[src/rtl/quadenc_multi_if.sv]
// Bundle of encoder pins, controls and readout for quadenc_multi.
// The master side drives pins/controls, the slave side is the decoder.
interface quadenc_multi_if #(
  parameter int NUM_CH = 4,
  parameter int CNT_W  = 32
);
  logic [NUM_CH-1:0]       quad_a;
  logic [NUM_CH-1:0]       quad_b;
  logic [NUM_CH-1:0]       clear;
  logic                    snap;
  logic [NUM_CH-1:0]       err_clr;
  logic [NUM_CH*CNT_W-1:0] count;
  logic [NUM_CH*CNT_W-1:0] snap_count;
  logic [NUM_CH-1:0]       dir;
  logic [NUM_CH-1:0]       err;
  logic                    snap_valid;

  modport master (
    output quad_a, quad_b, clear, snap, err_clr,
    input  count, snap_count, dir, err, snap_valid
  );

  modport slave (
    input  quad_a, quad_b, clear, snap, err_clr,
    output count, snap_count, dir, err, snap_valid
  );
endinterface

[src/rtl/quadenc_multi.sv]
// Multi-channel x4 quadrature decoder with glitch filter,
// sticky illegal-transition flags and coherent snapshot.
module quadenc_multi #(
  parameter int NUM_CH      = 4,
  parameter int CNT_W       = 32,
  parameter int SYNC_STAGES = 2,
  parameter int FILT_LEN    = 3
) (
  input logic           clk,
  input logic           rst,
  quadenc_multi_if.slave bus
);
  localparam logic [3:0] FL = 4'(FILT_LEN);
  localparam int         SM = SYNC_STAGES - 1;

  logic [NUM_CH*CNT_W-1:0] cnt_all;
  logic [NUM_CH*CNT_W-1:0] snap_q;
  logic [NUM_CH*CNT_W-1:0] snap_d;
  logic                    sv_q;
  logic                    sv_d;

  // Gray position: 00,10,11,01 map to 0,1,2,3
  function automatic logic [1:0] gpos(input logic [1:0] s);
    return {s[0], s[1] ^ s[0]};
  endfunction

  for (genvar i = 0; i < NUM_CH; i++) begin : g_ch
    logic [SYNC_STAGES-1:0] sa_q;
    logic [SYNC_STAGES-1:0] sb_q;
    logic [1:0]             s;
    logic [1:0]             cand_q, cand_d;
    logic [3:0]             fcnt_q, fcnt_d;
    logic [1:0]             f_q, f_d;
    logic                   fok_q, fok_d;
    logic [1:0]             prev_q, prev_d;
    logic                   primed_q, primed_d;
    logic                   dir_q, dir_d;
    logic                   err_q, err_d;
    logic [CNT_W-1:0]       count_q, count_d;
    logic [1:0]             diff;
    logic                   reach;
    logic                   fwd;
    logic                   rev;
    logic                   ill;

    assign s = {sa_q[SM], sb_q[SM]};

    // Plain shift-register synchronisers for A and B
    always_ff @(posedge clk) begin
      if (rst) begin
        sa_q <= '0;
        sb_q <= '0;
      end else begin
        sa_q <= {sa_q[SYNC_STAGES-2:0], bus.quad_a[i]};
        sb_q <= {sb_q[SYNC_STAGES-2:0], bus.quad_b[i]};
      end
    end

    // Filter, priming, transition decode and counter next state
    always_comb begin
      cand_d   = cand_q;
      fcnt_d   = fcnt_q;
      f_d      = f_q;
      fok_d    = fok_q;
      prev_d   = prev_q;
      primed_d = primed_q;
      dir_d    = dir_q;
      count_d  = count_q;
      reach    = 1'b0;
      fwd      = 1'b0;
      rev      = 1'b0;
      ill      = 1'b0;
      diff     = gpos(f_q) - gpos(prev_q);

      if (s == cand_q) begin
        if (fcnt_q != FL) begin
          fcnt_d = fcnt_q + 4'd1;
          reach  = (fcnt_d == FL);
        end
      end else begin
        cand_d = s;
        fcnt_d = 4'd1;
        reach  = (FL == 4'd1);
      end
      if (reach) begin
        f_d   = cand_d;
        fok_d = 1'b1;
      end

      if (fok_q && !primed_q) begin
        prev_d   = f_q;
        primed_d = 1'b1;
      end else if (primed_q && (f_q != prev_q)) begin
        prev_d = f_q;
        unique case (1'b1)
          (diff == 2'd1): fwd = 1'b1;
          (diff == 2'd3): rev = 1'b1;
          default:        ill = 1'b1;
        endcase
      end

      if (fwd) begin
        dir_d = 1'b1;
      end else if (rev) begin
        dir_d = 1'b0;
      end

      if (bus.clear[i]) begin
        count_d = '0;
      end else if (fwd) begin
        count_d = count_q + CNT_W'(1);
      end else if (rev) begin
        count_d = count_q - CNT_W'(1);
      end

      err_d = (err_q & ~bus.err_clr[i]) | ill;
    end

    // Per-channel state registers
    always_ff @(posedge clk) begin
      if (rst) begin
        cand_q   <= '0;
        fcnt_q   <= '0;
        f_q      <= '0;
        fok_q    <= 1'b0;
        prev_q   <= '0;
        primed_q <= 1'b0;
        dir_q    <= 1'b0;
        err_q    <= 1'b0;
        count_q  <= '0;
      end else begin
        cand_q   <= cand_d;
        fcnt_q   <= fcnt_d;
        f_q      <= f_d;
        fok_q    <= fok_d;
        prev_q   <= prev_d;
        primed_q <= primed_d;
        dir_q    <= dir_d;
        err_q    <= err_d;
        count_q  <= count_d;
      end
    end

    assign cnt_all[i*CNT_W +: CNT_W]   = count_q;
    assign bus.count[i*CNT_W +: CNT_W] = count_q;
    assign bus.dir[i]                  = dir_q;
    assign bus.err[i]                  = err_q;
  end

  // Snapshot takes the pre-update counters of the snap cycle
  always_comb begin
    snap_d = snap_q;
    sv_d   = bus.snap;
    if (bus.snap) begin
      snap_d = cnt_all;
    end
  end

  // Snapshot registers
  always_ff @(posedge clk) begin
    if (rst) begin
      snap_q <= '0;
      sv_q   <= 1'b0;
    end else begin
      snap_q <= snap_d;
      sv_q   <= sv_d;
    end
  end

  assign bus.snap_count = snap_q;
  assign bus.snap_valid = sv_q;
endmodule

[src/flat_wrapper.sv]
// flat-port wrapper written by rule: the top's interface ports become plain ports
module quadenc_multi_flat 
#(
  parameter int NUM_CH      = 4,
  parameter int CNT_W       = 32,
  parameter int SYNC_STAGES = 2,
  parameter int FILT_LEN    = 3
)
  (clk, rst, bus_quad_a, bus_quad_b, bus_clear, bus_snap, bus_err_clr, bus_count, bus_snap_count, bus_dir, bus_err, bus_snap_valid);
  quadenc_multi_if #(.NUM_CH(NUM_CH), .CNT_W(CNT_W)) bus_i ();
  input logic clk;
  input logic rst;
  input wire logic [$bits(bus_i.quad_a)-1:0] bus_quad_a;
  input wire logic [$bits(bus_i.quad_b)-1:0] bus_quad_b;
  input wire logic [$bits(bus_i.clear)-1:0] bus_clear;
  input wire logic [$bits(bus_i.snap)-1:0] bus_snap;
  input wire logic [$bits(bus_i.err_clr)-1:0] bus_err_clr;
  output wire logic [$bits(bus_i.count)-1:0] bus_count;
  output wire logic [$bits(bus_i.snap_count)-1:0] bus_snap_count;
  output wire logic [$bits(bus_i.dir)-1:0] bus_dir;
  output wire logic [$bits(bus_i.err)-1:0] bus_err;
  output wire logic [$bits(bus_i.snap_valid)-1:0] bus_snap_valid;
  assign bus_i.quad_a = bus_quad_a;
  assign bus_i.quad_b = bus_quad_b;
  assign bus_i.clear = bus_clear;
  assign bus_i.snap = bus_snap;
  assign bus_i.err_clr = bus_err_clr;
  assign bus_count = bus_i.count;
  assign bus_snap_count = bus_i.snap_count;
  assign bus_dir = bus_i.dir;
  assign bus_err = bus_i.err;
  assign bus_snap_valid = bus_i.snap_valid;
  quadenc_multi #(.NUM_CH(NUM_CH), .CNT_W(CNT_W), .SYNC_STAGES(SYNC_STAGES), .FILT_LEN(FILT_LEN)) u_core (.clk(clk), .rst(rst), .bus(bus_i));
endmodule
[config.mk]
export PLATFORM = sky130hd
export DESIGN_NAME = quadenc_multi_flat
export DESIGN_NICKNAME = d
export VERILOG_FILES = /design/src/rtl/quadenc_multi_if.sv /design/src/rtl/quadenc_multi.sv /design/src/flat_wrapper.sv
export SDC_FILE = /design/constraint.sdc
export NUM_CORES = 1
export LEC_CHECK = 0
export ABC_AREA = 1
export BUFFER_PORTS_ARGS = -buffer_cell sky130_fd_sc_hd__buf_2
export CAP_MARGIN = 20
export CELL_PAD_IN_SITES_DETAIL_PLACEMENT = 1
export CELL_PAD_IN_SITES_GLOBAL_PLACEMENT = 2
export CORE_MARGIN = 8
export CORE_UTILIZATION = 34
export DETAILED_ROUTE_END_ITERATION = 8
export PLACE_DENSITY_LB_ADDON = 0.1
export SLEW_MARGIN = 10
export SYNTH_ARGS = -nofsm -noshare
export SYNTH_HDL_FRONTEND = slang
export SYNTH_SLANG_ARGS = --single-unit
[constraint.sdc]
create_clock -name clk -period 8.25 [get_ports clk]
set_input_delay 0 -clock clk [delete_from_list [all_inputs] [get_ports clk]]
set_output_delay 0 -clock clk [all_outputs]
set_load 0.1 [all_outputs]
Word-level counts from Yosys, hierarchy flattened
Cells that the tools add are included.
- bitwise logic cells: 24
- add/subtract/negate cells: 16
- multiplexer cells: 80
- equality and inequality tests: 28
- reduce and logical (&&, ||, !) cells: 32
- operators by type and width (cell ; number):
    $mux 32 ; 8
    $add 32x1->32 const B ; 4
    $sub 32x1->32 const B ; 4
    $mux 1 ; 60
    $mux 2 ; 12
    $reduce_or 2->1 ; 12
    $add 4x1->4 const B ; 4
    $eq 4x2->1 const B ; 4
    $ne 4x2->1 const B ; 4
    $reduce_bool 2->1 ; 8
    $eq 2x1->1 const B ; 4
    $eq 2x2->1 ; 4
    $eq 2x2->1 const B ; 4
    $logic_and 1x1->1 ; 8
    $ne 2x2->1 ; 4
    $ne 2x2->1 const B ; 4
    $not 1->1 ; 8
    $sub 2x2->2 ; 4
    $xor 1x1->1 ; 8
    $and 1x1->1 ; 4
    $logic_not 1->1 ; 4
    $or 1x1->1 ; 4
- bits of input ports: 19
- register bits: 329
- logic and storage cells: 230
- output and inout port bits: 265

Logic depth before layout (Yosys ltp)
- depth in word-level cells: 8
- gate-level depth with buffers: 21

Worst setup path before layout
Ideal clock, no wire load.
- kind: register -> register
- from: reg u_core.g_ch[3].prev_q[1]
- to: reg u_core.g_ch[3].count_q[31]
- stages on the path, launching flop included: 20
- buffers on the path: 1
- slack: 5.065 ns
- setup time: 0.109 ns
- data arrival time: 3.076 ns
- cells stage by stage: dfxtp_1 -> xor2_1 -> ha_1 -> inv_1 -> nand3_1 -> inv_1 -> nand2_1 -> ha_1 -> clkbuf_2 -> or2_0 -> nand3_1 -> nand2_1 -> nand2_1 -> nand2_1 -> nand2_1 -> nand2_1 -> nand2_1 -> nand3_1 -> nand2_1 -> inv_1
- word-level cells in the longest chain between the ends: 7
- elaborated cells between the ends (all ways): 14
- those cells by class: add/sub: 1; eq/ne: 3; mux: 7; bitwise: 1; reduce/logical: 2
- RTL lines (what ; line ; RTL):
    start: declaration ; quadenc_multi.sv:35 ; logic [1:0] prev_q, prev_d;
    start signal: assignment ; quadenc_multi.sv:136 ; prev_q <= prev_d;
    $xor 1x1->1 ; quadenc_multi.sv:24 ; return {s[0], s[1] ^ s[0]};
    $sub 2x2->2 ; quadenc_multi.sv:73 ; diff = gpos(f_q) - gpos(prev_q);
    $eq 2x1->1 or $eq 2x2->1 (tied branches) ; quadenc_multi.sv:96, quadenc_multi.sv:97 ;
    $mux 1 ; quadenc_multi.sv:95 ; unique case (1'b1)
    $mux 1 ; quadenc_multi.sv:93 ; end else if (primed_q && (f_q != prev_q)) begin
    $mux 1 ; quadenc_multi.sv:90 ; if (fok_q && !primed_q) begin
    $mux 32 or $reduce_bool 2->1 (tied branches) ; -- ;
    end signal: assignment ; quadenc_multi.sv:140 ; count_q <= count_d;
    end: declaration ; quadenc_multi.sv:39 ; logic [CNT_W-1:0] count_q, count_d;
Parallel ways exist; a longest one is shown, timed or not.
A chain may end at the register's enable or synchronous reset.

Worst setup path after layout
- from: reg u_core.g_ch[0].prev_q[0]
- to: reg u_core.g_ch[0].count_q[22]
- word-level cells in the longest chain between the ends: 7
- elaborated cells between the ends (all ways): 14
- those cells by class: add/sub: 1; eq/ne: 3; mux: 7; bitwise: 1; reduce/logical: 2
- RTL lines (what ; line):
    start: declaration ; quadenc_multi.sv:35
    start signal: assignment ; quadenc_multi.sv:136
    $xor 1x1->1 ; quadenc_multi.sv:24
    $sub 2x2->2 ; quadenc_multi.sv:73
    $eq 2x1->1 or $eq 2x2->1 (tied branches) ; quadenc_multi.sv:96, quadenc_multi.sv:97
    $mux 1 ; quadenc_multi.sv:95
    $mux 1 ; quadenc_multi.sv:93
    $mux 1 ; quadenc_multi.sv:90
    $mux 32 or $reduce_bool 2->1 (tied branches) ; --
    end signal: assignment ; quadenc_multi.sv:140
    end: declaration ; quadenc_multi.sv:39
Parallel ways exist; a longest one is shown, timed or not.

==> results.yml <==
sta:
  final.setup.tns_ns: 0
  worstMarginPinSlew_ns: 0.9747
  hold_viol: 0
  period_minus_slack_ns: 3.653
  finalClockSkew_ns: 0.01178
  slew_violations: 0
  fmax_ghz: 0.2737
  max_slew_margin_pct: 35.02
  rsz0062_at_grt: "no"
  hold_ws_ns: 0.1914
  finalSetupViolations: 0
  setup_slack_ns: 4.597
  timing.final.crit_share_pct: 44.28
global_routing:
  grt_pass1_vias: 23240
  antenna_found_initial: 1
  grt_max_degree: 97
  grt_pass1_wl_um: 125400
  grt_use_total_pct: 20.75
  grt_overflow: 0
synth:
  syn_area_sq_um: 21800
  synth_fp_nets: 3736
  synthTopCellsByCount: "1064 x nand2_1, 678 x inv_1, 435 x nor2_1"
  syn_area_per_cell_sq_um: 6.105
  yosysWarnings: 0
  synth_top_cell_area_share_pct: 30.21
  synth_area_leader_cell: "dfxtp_1"
  seq_area_frac_synth_pct: 30.21
  synthArstFlopShare_pct: 0
  yosys_register_bits: 329
  synth_cell_type_count: 35
  synth_most_common_cell: "nand2_1"
  synth_ff_type: "dfxtp_1"
  syn_inst: 3571
  synth-edff-count: 0
  ys_top_cells_by_area: "dfxtp_1 30%, nand2_1 18%, inv_1 12%, ha_1 8.2%, nor2_1 7.5%"
finish:
  nFillCells: 8583
  fin_nets: 4003
  seqCellArea_sq_um: 6586
  num_antenna_cells: 0
  drive_gt1_share_pct: 10.13
  syn_to_final_growth_pct: 17.40
  final_core_util_pct: 40.06
  multi_input_area_sq_um: 12180
power_and_ir_drop:
  vdd_ir_drop_max_uv: 140.5
  p_leak_nw: 14.82
  total_power_mw: 4.247
  power_density_nw_per_um2: 166.0
drt:
  avgViaCountPerCell: 4.706
  initialDrtViolationCount: 860
  dr.pass1.iters: 5
  vias: 22230
  detail-route-antenna-nets: 0
  wl_per_cell_um: 16.34
  postRouteWirelength_um: 77180
  drc: 0
floorplan:
  fp.dieW_um: 269.2
  die_h_um: 269.2
  initial_core_util_pct: 34.12
  core_sq_um: 63880
  core.rowCount: 93
  pin_count: 284
  die_area_sq_um: 72470
clocking:
  ctsResizeCount: 0
  cts-buffers-inserted: 42
  path_clk_slew_ns: 0.05
  cts_tree: "built"
  clock-sinks: 329
  clk_latency_ns: 0.57
  root_buffer: "clkbuf_16"
  cts_setup_buffers: 0
  clock_path_buffers: 3
  htree_levels: 2
placed_design:
  place_hpwl_um: 60420
  place_ws_ns: 4.539
  gp_routability_congestion: 0.8781
  io_buffers: 283
run:
  max-cap-violations: 0
setup_path:
  crit_required_ns: 8.72
  crit_path_end_kind: "register"
  path_class: "reg2reg"
  cp-start-kind: "register"
  rrSetupSlack_ns: 4.60
  cp.arrival_ns: 4.12
  critPathMaxFanout: 19
outcome:
  status: "finished, final reports clean"
min_path:
  hold_class: "in2reg"
layout make-up:
type / instances / share of cell area [%]
multi-input combinational: 2458 / 47.60
sequential: 329 / 25.74
inverter: 688 / 10.11
timing repair buffer: 319 / 6.874
clock buffer: 60 / 4.777
tap: 855 / 4.180
clock inverter: 14 / 0.7236
layout by cell type (no fill, tap or decap), drive strengths merged:
cell type,synthesis,routed
nand2,1069,1069
bufinv,0,4
nor3,11,11
a21oi,186,186
nand3b,8,8
clkbuf,53,60
nand4,16,16
dlygate4sd3,0,20
ha,142,142
o21a,48,48
clkinv,1,8
nor2,440,440
nand3,164,164
clkinvlp,0,3
xnor2,16,16
xor2,56,56
inv,687,687
dfxtp,329,329
or2,12,12
o21ai,226,226
and2,1,1
fa,4,4
buf,43,299
o21bai,48,48
and3,7,7
o22ai,4,4
worst paths after layout:
path                                    startpoint                                      end  cells after the start
min                                  bus_quad_a[3]        u_core.g_ch[3].sa_q[0]$_SDFF_PP0_                      4
min reg2reg      u_core.g_ch[0].sb_q[0]$_SDFF_PP0_        u_core.g_ch[0].sb_q[1]$_SDFF_PP0_                      2
max reg2reg  u_core.g_ch[0].prev_q[0]$_SDFFE_PP0P_  u_core.g_ch[0].count_q[22]$_SDFFE_PP0P_                     18
max          u_core.g_ch[0].prev_q[0]$_SDFFE_PP0P_  u_core.g_ch[0].count_q[22]$_SDFFE_PP0P_                     18
critical path: stages, from the launching register on:
cell and delay (ns):
dfxtp_1 0.40, xor2_1 0.18, ha_1 0.29, inv_1 0.10, nand3_1 0.10, inv_1 0.08, nand2_1 0.48, buf_4 0.45
ha_1 0.35, nand2_1 0.10, nor2_1 0.19, and3_1 0.19, nand2_1 0.06, nand2_1 0.19, nand2_1 0.11, nand3_1 0.08
nand3_1 0.08, nand2_1 0.08, inv_1 0.03
power breakdown:
| group | switching, mW | internal (mW) | total, mW |
|---|---|---|---|
| combinational | 0.517 | 0.148 | 0.665 |
| clock | 0.752 | 1.15 | 1.90 |
| sequential | 0.0355 | 1.64 | 1.68 |
cell families after synthesis:
kind of cell | after synthesis | share of synthesized area (%)
buf+inv | 784 | 13.92
flops | 329 | 30.21
fa+ha+maj | 146 | 8.517
xor+xnor | 72 | 2.893
simple gates | 1728 | 31.58
compound gates | 512 | 12.88
stage by stage:
stage	instances	instance area (sq um)
final	4723	25590
after global routing	4723	25590
after CTS	4723	25590
after detailed placement	4629	23980
after global placement	4628	23960
after floorplan	3571	21800
per-layer routing:
metal	global-route usage [%]	vias to the layer above	wire length, um
met3	4.001	96	3195
met2	36.83	283	37200
met5	0	-	12
met4	5.184	2	1770
li1	-	11480	-
met1	25.51	10370	35000
repair_timing:
action,4_1_cts,5_1_grt
setup endpoints to repair,0,0
hold endpoints to repair,40,0
hold buffers,20,0
sequential cells by signal, summed over array words and instances, names as in the netlist:
register	count
u_core.bus.snap_count	128
u_core.g_ch.count_q	128
u_core.g_ch.fcnt_q	16
u_core.g_ch.cand_q	8
u_core.g_ch.f_q	8
u_core.g_ch.prev_q	8
u_core.g_ch.sa_q	8
u_core.g_ch.sb_q	8
u_core.g_ch.dir_q	4
u_core.g_ch.err_q	4
u_core.g_ch.fok_q	4
u_core.g_ch.primed_q	4
u_core.bus.snap_valid	1
Power figures use the tool's default switching activity.
